$ cat config.mk
export PLATFORM = sky130hd
export DESIGN_NAME = alu_seq
export DESIGN_NICKNAME = d
export VERILOG_FILES = /design/src/rtl/alu_pkg.sv /design/src/rtl/alu_seq.sv
export SDC_FILE = /design/constraint.sdc
export NUM_CORES = 1
export LEC_CHECK = 0
export CAP_MARGIN = 20
export CORE_UTILIZATION = 46
export CTS_BUF_LIST = sky130_fd_sc_hd__clkbuf_16
export DETAILED_ROUTE_END_ITERATION = 10
export PLACE_DENSITY = 0.86
export SLEW_MARGIN = 20
export SYNTH_ARGS = -nofsm -noshare
export SYNTH_HDL_FRONTEND = slang
export SYNTH_SLANG_ARGS = --single-unit
$ cat constraint.sdc
create_clock -name clk -period 3.94 [get_ports clk]
set_input_delay 0.788 -clock clk [delete_from_list [all_inputs] [get_ports clk]]
set_output_delay 0.788 -clock clk [all_outputs]
set_load 0.02 [all_outputs]
$ cat src/rtl/alu_pkg.sv
// alu_pkg: opcode constants, sequencer state encoding and response flag
// bit positions shared by alu_seq and anything driving or checking it.
package alu_pkg;

  localparam int unsigned OP_W_DEF = 3;
  localparam int unsigned FLAGS_W  = 3;

  localparam logic [OP_W_DEF-1:0] OP_ADD = 3'b000;
  localparam logic [OP_W_DEF-1:0] OP_SUB = 3'b001;
  localparam logic [OP_W_DEF-1:0] OP_AND = 3'b010;
  localparam logic [OP_W_DEF-1:0] OP_OR  = 3'b011;
  localparam logic [OP_W_DEF-1:0] OP_XOR = 3'b100;
  localparam logic [OP_W_DEF-1:0] OP_NOT = 3'b101;
  localparam logic [OP_W_DEF-1:0] OP_SHL = 3'b110;
  localparam logic [OP_W_DEF-1:0] OP_SHR = 3'b111;

  // rsp_flags = {carry, overflow, zero}
  localparam int unsigned FLAG_CARRY = 2;
  localparam int unsigned FLAG_OVF   = 1;
  localparam int unsigned FLAG_ZERO  = 0;

  typedef enum logic [1:0] {
    IDLE = 2'd0,
    EXEC = 2'd1,
    RESP = 2'd2
  } state_e;

  function automatic logic [FLAGS_W-1:0] pack_flags(input logic carry,
                                                     input logic ovf,
                                                     input logic zero);
    logic [FLAGS_W-1:0] f;
    f             = '0;
    f[FLAG_CARRY] = carry;
    f[FLAG_OVF]   = ovf;
    f[FLAG_ZERO]  = zero;
    return f;
  endfunction

endpackage

$ cat src/rtl/alu_seq.sv
// alu_seq: sequences one command at a time through an external
// combinational alu and returns its result over a valid/ready channel.
//   clk, rst_n            : clock, asynchronous active-low reset
//   cmd_valid/cmd_ready   : command handshake (op, a, b, chain)
//   alu_op/alu_a/alu_b    : registered operands to the external alu
//   alu_y/alu_carry/...   : combinational alu result
//   rsp_valid/rsp_ready   : response handshake (rsp_y, rsp_flags)
//   txn_cnt               : number of completed responses, wraps at 16 bits
// Optional feature: define ALU_SEQ_CHAIN_EN so cmd_chain=1 substitutes the
// last delivered rsp_y for cmd_a.
module alu_seq
  import alu_pkg::*;
#(
  parameter int unsigned WIDTH = 8,
  parameter int unsigned OP_W  = 3
) (
  input  logic               clk,
  input  logic               rst_n,
  input  logic               cmd_valid,
  output logic               cmd_ready,
  input  logic [OP_W-1:0]    cmd_op,
  input  logic [WIDTH-1:0]   cmd_a,
  input  logic [WIDTH-1:0]   cmd_b,
  input  logic               cmd_chain,
  output logic [OP_W-1:0]    alu_op,
  output logic [WIDTH-1:0]   alu_a,
  output logic [WIDTH-1:0]   alu_b,
  input  logic [WIDTH-1:0]   alu_y,
  input  logic               alu_carry,
  input  logic               alu_overflow,
  input  logic               alu_zero,
  output logic               rsp_valid,
  input  logic               rsp_ready,
  output logic [WIDTH-1:0]   rsp_y,
  output logic [FLAGS_W-1:0] rsp_flags,
  output logic [15:0]        txn_cnt
);

  localparam int unsigned CNT_W = 16;

  state_e               state_q, state_d;
  logic                 settle_q, settle_d;
  logic                 cmd_ready_q, cmd_ready_d;
  logic                 rsp_valid_q, rsp_valid_d;
  logic [WIDTH-1:0]     rsp_y_q, rsp_y_d;
  logic [FLAGS_W-1:0]   rsp_flags_q, rsp_flags_d;
  logic [OP_W-1:0]      alu_op_q, alu_op_d;
  logic [WIDTH-1:0]     alu_a_q, alu_a_d;
  logic [WIDTH-1:0]     alu_b_q, alu_b_d;
  logic [CNT_W-1:0]     txn_cnt_q, txn_cnt_d;
  logic [WIDTH-1:0]     a_sel;

`ifdef ALU_SEQ_CHAIN_EN
  // Last delivered result, substituted for cmd_a on a chained command.
  logic [WIDTH-1:0]     chain_q, chain_d;
  assign a_sel = cmd_chain ? chain_q : cmd_a;
`else
  logic                 unused_chain;
  assign unused_chain = cmd_chain;
  assign a_sel        = cmd_a;
`endif

  // State and output registers.
  always_ff @(posedge clk or negedge rst_n) begin
    if (!rst_n) begin
      state_q     <= IDLE;
      settle_q    <= 1'b0;
      cmd_ready_q <= 1'b1;
      rsp_valid_q <= 1'b0;
      rsp_y_q     <= '0;
      rsp_flags_q <= '0;
      alu_op_q    <= '0;
      alu_a_q     <= '0;
      alu_b_q     <= '0;
      txn_cnt_q   <= '0;
`ifdef ALU_SEQ_CHAIN_EN
      chain_q     <= '0;
`endif
    end else begin
      state_q     <= state_d;
      settle_q    <= settle_d;
      cmd_ready_q <= cmd_ready_d;
      rsp_valid_q <= rsp_valid_d;
      rsp_y_q     <= rsp_y_d;
      rsp_flags_q <= rsp_flags_d;
      alu_op_q    <= alu_op_d;
      alu_a_q     <= alu_a_d;
      alu_b_q     <= alu_b_d;
      txn_cnt_q   <= txn_cnt_d;
`ifdef ALU_SEQ_CHAIN_EN
      chain_q     <= chain_d;
`endif
    end
  end

  // Next-state and next-output logic.
  always_comb begin
    state_d     = state_q;
    settle_d    = settle_q;
    rsp_y_d     = rsp_y_q;
    rsp_flags_d = rsp_flags_q;
    alu_op_d    = alu_op_q;
    alu_a_d     = alu_a_q;
    alu_b_d     = alu_b_q;
    txn_cnt_d   = txn_cnt_q;
`ifdef ALU_SEQ_CHAIN_EN
    chain_d     = chain_q;
`endif

    case (state_q)
      IDLE: begin
        if (cmd_valid && cmd_ready_q) begin
          alu_op_d = cmd_op;
          alu_a_d  = a_sel;
          alu_b_d  = cmd_b;
          settle_d = 1'b0;
          state_d  = EXEC;
        end
      end
      EXEC: begin
        // First EXEC cycle is settle margin; the result is captured on the
        // second, so the response appears two edges after the accept.
        if (!settle_q) begin
          settle_d = 1'b1;
        end else begin
          rsp_y_d     = alu_y;
          rsp_flags_d = pack_flags(alu_carry, alu_overflow, alu_zero);
          state_d     = RESP;
        end
      end
      RESP: begin
        if (rsp_ready) begin
          txn_cnt_d = CNT_W'(txn_cnt_q + CNT_W'(1));
`ifdef ALU_SEQ_CHAIN_EN
          chain_d   = rsp_y_q;
`endif
          state_d   = IDLE;
        end
      end
      default: state_d = IDLE;
    endcase

    // Handshake flags follow the next state so they stay registered.
    cmd_ready_d = (state_d == IDLE);
    rsp_valid_d = (state_d == RESP);
  end

  assign cmd_ready = cmd_ready_q;
  assign rsp_valid = rsp_valid_q;
  assign rsp_y     = rsp_y_q;
  assign rsp_flags = rsp_flags_q;
  assign alu_op    = alu_op_q;
  assign alu_a     = alu_a_q;
  assign alu_b     = alu_b_q;
  assign txn_cnt   = txn_cnt_q;

endmodule
==> results of run 1 <==
-- power groups by stage --
stage / Clock [mW] / Sequential [mW] / Combinational (mW)
2_1_floorplan: 0 / 1.09 / 0.288
3_3_place_gp: 0 / 0.857 / 0.978
3_5_place_dp: 0 / 0.868 / 0.996
4_1_cts: 0.417 / 0.863 / 1.00
5_1_grt: 0.437 / 0.889 / 1.04
6_report: 0.403 / 0.862 / 0.989
-- kinds of logic (layout without fill, tap and decap cells) --
logic type	count (synthesis)	after routing	synth area share
buffers and inverters	8	95	0.0169
AO/OA/AOI/OAI	4	4	0.0145
flip-flops	51	51	0.615
AND/OR/NAND/NOR	31	31	0.116
multiplexers	31	31	0.168
adder cells (fa/ha/maj)	1	1	0.00603
XOR/XNOR	15	15	0.0633
-- final cells by class --
| cell class | instances | share of cell area |
|---|---|---|
| Clock buffer | 5 | 0.0406 |
| Clock inverter | 3 | 0.00406 |
| Inverter | 4 | 0.00488 |
| Multi-Input combinational cell | 82 | 0.248 |
| Sequential cell | 51 | 0.415 |
| Tap cell | 52 | 0.0211 |
| Timing Repair Buffer | 83 | 0.267 |
-- worst min-delay path by stage --
stage | startpoint | endpoint | slack [ps] | depth (start not counted)
after floorplan | rst_n | alu_a[0] | 490 | 0
after global placement | txn_cnt[15] | txn_cnt[15] | 460 | 1
after detailed placement | txn_cnt[15] | txn_cnt[15] | 470 | 1
after CTS | rst_n | alu_a[2] | 460 | 1
after global routing | rst_n | alu_a[5] | 480 | 1
final | rst_n | alu_a[2] | 450 | 1
-- flip-flops by register name, indices dropped and copies added, names as in the netlist --
signal,flops
cmd_ready,1
alu_op,3
settle_q,1
alu_a,8
alu_b,8
txn_cnt,16
rsp_y,8
rsp_flags,3
rsp_valid,1
state_q,2
-- worst reg2reg max path, cell delays in order (launching register included) --
cell and delay, ps:
dfstp_2 540, nand2_1 60, nor3_2 520, buf_4 340, mux2_2 360
-- layout by cell type (no fill, tap or decap), drive strengths merged --
master          n
clkdlybuf4s50  80
nand3           3
xnor2           7
and3            1
nor4            1
buf             3
xor2            8
nand2           8
clkbuf          5
a21o            3
dfrtp          50
nor2            2
nand4           4
dfstp           1
and4            1
mux2           31
o21bai          1
and2b           1
ha              1
nor3            8
nor3b           1
inv             6
clkinv          1
and3b           1
-- routing by layer --
layer  share of wire  vias up  track usage
li1                -      653            -
met4          0.0091        0       0.0658
met3           0.063        4       0.0698
met2            0.49       52        0.307
met5               0        -            0
met1            0.44      694        0.230
-- cells in the mapped netlist, drive strengths merged --
cell	count
a21o	3
and2b	1
and3	1
and3b	1
and4	1
buf	4
dfrtp	50
dfstp	1
ha	1
inv	4
mux2	31
nand2	8
nand3	3
nand4	4
nor2	2
nor3	8
nor3b	1
nor4	1
o21bai	1
xnor2	7
xor2	8
-- per-stage QoR --
step	util	std cells
after floorplan	-	141
after global placement	0.676	272
after detailed placement	0.676	272
after CTS	0.707	280
after global routing	0.707	280
final	0.707	280
==> reports/metrics.csv, run 1 <==
metric,value,unit
cp_top_family,buffers and inverters,
tritoncts,done,
drive_gt1_frac,0.206,
area_delta_synth_final,48.3,%
tightest_slew,674,ps
ff_latch_area,1280,µm²
portBuffers,81,
cts_resized,0,
synthesis.nets,177,
synthCells,141,
status,"finished, final reports clean",
hold_viol,0,
clockBufferDepth,2,
seqPwrFrac,0.382,
critPathKind,input pin to flop,
wl_per_cell,14.9,µm
synth_top_area_share,0.603,
yosysTopAreaCell,dfrtp_1,
fin_hold_ws,447,ps
fin_skew,2.70,ps
cts_root_buffer,clkbuf_16,
start_util,0.477,
dp_hpwl,3000,µm
p_int,1.50,mW
antenna_found_initial,0,
ioPinCount,83,
antenna_cells,0,
drtIter0Drc,68,
hold_path.class,input pin to async pin,
critical_path.endpoint_type,flop,
yosysSeqAreaShare,0.615,
firstDrtPassIters,4,
setup_tns,0,ps
max-slew-margin-rel,0.548,
globalplace.congestion,0.725,
crit_arrival,2510,ps
route.detailed.drc,0,
startpoint_type,input pin,
clkPwrFrac,0.179,
vias,1403,
rsz0062_at_grt,no,
fillers,308,
ff2ff_path_depth,4,
crit_chain,clkdlybuf4s50_1 -> nand2_1 -> nor3_2 -> buf_4 -> mux2_2,
dieArea,4790,µm²
cp_num_cells,5,
cp-startpoint,cmd_valid,
core,4350,µm²
crit_slowest_cell,nor3_2,
num_rows,24,
p_leak,1.35,nW
place_area,2940,µm²
htreeDepth,2,
synth-seq-cells,51,
cts-buffers-inserted,5,
yosysWarningCount,0,
post-place-ws,1260,ps
grt_usage,0.189,
avgSynthCellArea,14.7,µm²
routed_via_density,5.01,
cts_setup_buffers,0,
required,4100,ps
fin_ws,1600,ps
period_minus_slack,2340,ps
ys_types,24,
clock_latency,280,ps
final-setup-viol-count,0,
syn_area,2080,µm²
rr_startpoint,cmd_ready,
die_h,69.2,µm
fp.dieW,69.2,µm
antenna_left,0,
vdd_drop_max,0.516,mV
fmax,0.427,GHz
critPathMaxStageDelay,520,ps
grt_pass1_vias,1536,
numClockSinks,51,
r2r-end,alu_a[4],
synth_area_leaders,"dfrtp_1 (60%), mux2_2 (15%), xor2_1 (3.4%)",
grt-ovfl-total,0,
powerDensity,732,nW/µm²
nNetsFinal,263,
fin_crit_sh,0.595,
power_frac_comb,0.439,
total_power,2.25,mW
cts.clk_slew.worst_paths,60,ps
ctsHoldBuffers,0,
r2r_slack,2010,ps
p_sw,758,µW
final_cell_area,3080,µm²
endpoint,alu_a[4],
multiInputGateArea,763,µm²
max_cap_viol_count,0,
slew_violations,0,
crit_buf_inv,2,
grt_start_max_net_pins,32,
netSwitchingFraction,0.336,
grt_pass1_wl,7050,µm
cp_max_fo,13,
postRouteWirelength,4170,µm
No activity file was read; power rests on OpenSTA's default activity.
==> run 2, diff against run 1 <==
CORE_UTILIZATION = 43   (was 46)
PLACE_DENSITY = 0.82   (was 0.86)
clock period = 2.4 ns   (was 3.94 ns; I/O delays follow)
==> run 2 against run 1 <==
  * Power up 65%
  * Wire length grew 0.24%
  * Sequential power is 64% higher
  * Clock power rose by 65%
  * Non-clock buffer count up 1
==> reports/metrics.csv, run 2 (synthesis gave the netlist of run 1 again) <==
metric,value,unit,change
status,"finished, final reports clean",,
crit_chain,clkdlybuf4s50_1,,
wl_per_cell,14.9,µm,-0.12%
rr_startpoint,state_q[1],,
grt_pass1_vias,1482,,-3.5%
wl_met2,2030,µm,-1.2%
vdd_drop_max,0.769,mV,+49%
portBuffers,81,,unchanged
fin_crit_sh,0.793,,
grt-ovfl-total,0,,unchanged
ff2ff_path_depth,3,,-1
r2r-end,rsp_y[4],,
route.detailed.drc,0,,unchanged
setup_tns,0,ps,unchanged
antenna_found_initial,0,,unchanged
critPathMaxStageDelay,610,ps,+90 ps
fin_skew,5.50,ps,+2.80 ps
grt_start_max_net_pins,31,,-3.1%
num_rows,24,,unchanged
highest_layer,met4,,
startpoint_type,flop,,
htreeDepth,2,,unchanged
cp_max_fo,2,,-11
cp-startpoint,cmd_ready,,
dp_hpwl,3150,µm,+4.9%
firstDrtPassIters,4,,unchanged
dieArea,5110,µm²,+6.8%
numClockSinks,51,,unchanged
cts-buffers-inserted,5,,unchanged
critPathKind,flop to primary output,,
fp.dieW,71.5,µm,+3.3%
antenna_left,0,,unchanged
area_delta_synth_final,49.2,%,
critical_path.endpoint_type,primary output,,
drt-met1-wl,1720,µm,-5.3%
cp_top_family,buffers and inverters,,
max_cap_viol_count,0,,unchanged
met3_length,353,µm,+35%
required,1920,ps,-2180 ps
hold_viol,0,,unchanged
final-setup-viol-count,0,,unchanged
p_leak,1.35,nW,+0.28%
max-slew-margin-rel,0.666,,+0.118
start_util,0.461,,-0.0159
vias,1414,,+0.78%
cts_setup_buffers,0,,unchanged
fin_ws,496,ps,-1100 ps
tritoncts,done,,
ctsHoldBuffers,0,,unchanged
drive_gt1_frac,0.205,,-0.000900
cts_resized,0,,unchanged
grt_pass1_wl,6990,µm,-0.88%
cts_root_buffer,clkbuf_16,,
postRouteWirelength,4180,µm,+0.24%
fmax,0.525,GHz,
crit_arrival,1420,ps,-1090 ps
r2r_slack,840,ps,-1170 ps
die_h,71.5,µm,+3.3%
rsz0062_at_grt,no,,
globalplace.congestion,0.721,,-0.52%
powerDensity,1200,nW/µm²,+64%
layout_commonest_cell,clkdlybuf4s50_1,,
nNetsFinal,264,,+0.38%
crit_slowest_cell,clkdlybuf4s50_1,,
drtIter0Drc,33,,-51%
clockBufferDepth,2,,unchanged
antenna_cells,0,,unchanged
largest_register_ffs,16,,unchanged
layout_common_cells,"clkdlybuf4s50_1 (80), dfrtp_1 (50), mux2_2 (27)",,
tightest_slew,501,ps,-173 ps
crit_buf_inv,1,,-1
hold_path.class,input pin to async pin,,
routed_via_density,5.03,,+0.43%
cts.clk_slew.worst_paths,60,ps,about the same
final_util,0.688,,-0.0194
grt_usage,0.182,,-0.00672
post-place-ws,443,ps,-818 ps
slew_violations,0,,unchanged
clock_latency,280,ps,about the same
core,4500,µm²,+3.4%
period_minus_slack,1900,ps,
ioPinCount,83,,unchanged
==> run 2: cell count changes in the layout (fill, tap and decap cells not counted) <==
cell / change
clkinv_2: -1
clkinv_1: +2
inv_1: -1
buf_12: +1
==> run 2: how the worst max path moves through the flow <==
| stage | to | slack, ps | cells after the start |
|---|---|---|---|
| floorplan | alu_a[0] | 860 | 4 |
| global placement | txn_cnt[15] | 460 | 5 |
| detailed placement | txn_cnt[15] | 440 | 5 |
| CTS | cmd_ready | 490 | 1 |
| global route | cmd_ready | 480 | 1 |
| finish | cmd_ready | 500 | 1 |
==> run 2: metrics by stage <==
stage	instance area [µm²]	hold WS, ps	std cells	power, mW
final	3100	154	281	3.71
after CTS	3100	173	281	3.75
after floorplan	2080	184	141	2.26
after global placement	2960	458	273	3.03
after global routing	3100	195	281	3.90
after detailed placement	2960	470	273	3.08
==> run 2: power breakdown <==
group / switching (mW) / total [mW] / leakage [nW] / internal (mW)
registers: 0.209 / 1.41 / 0.620 / 1.20
logic: 0.749 / 1.64 / 0.661 / 0.891
clock network: 0.288 / 0.663 / 0.0701 / 0.375
==> run 2: per-layer routing <==
| layer | vias to the layer above | global-route usage |
|---|---|---|
| li1 | 654 | - |
| met1 | 697 | 0.211 |
| met2 | 55 | 0.293 |
| met3 | 8 | 0.0844 |
| met4 | 0 | 0.0741 |
| met5 | - | 0 |
==> run 2: worst register-to-register path, delay by kind of cell, from the launching register on <==
family	cells	cell delay [ps]
simple gates	2	620
mux	1	420
flops	1	400
==> run 2: cell type report <==
cell class	instances	area, µm²
clock inverters	3	11.3
inverters	4	15.0
multi-input cells	82	763
repair buffers	84	841
flip-flops and latches	51	1280
well taps	52	65.1
clock buffers	5	125
fillers	340	1410
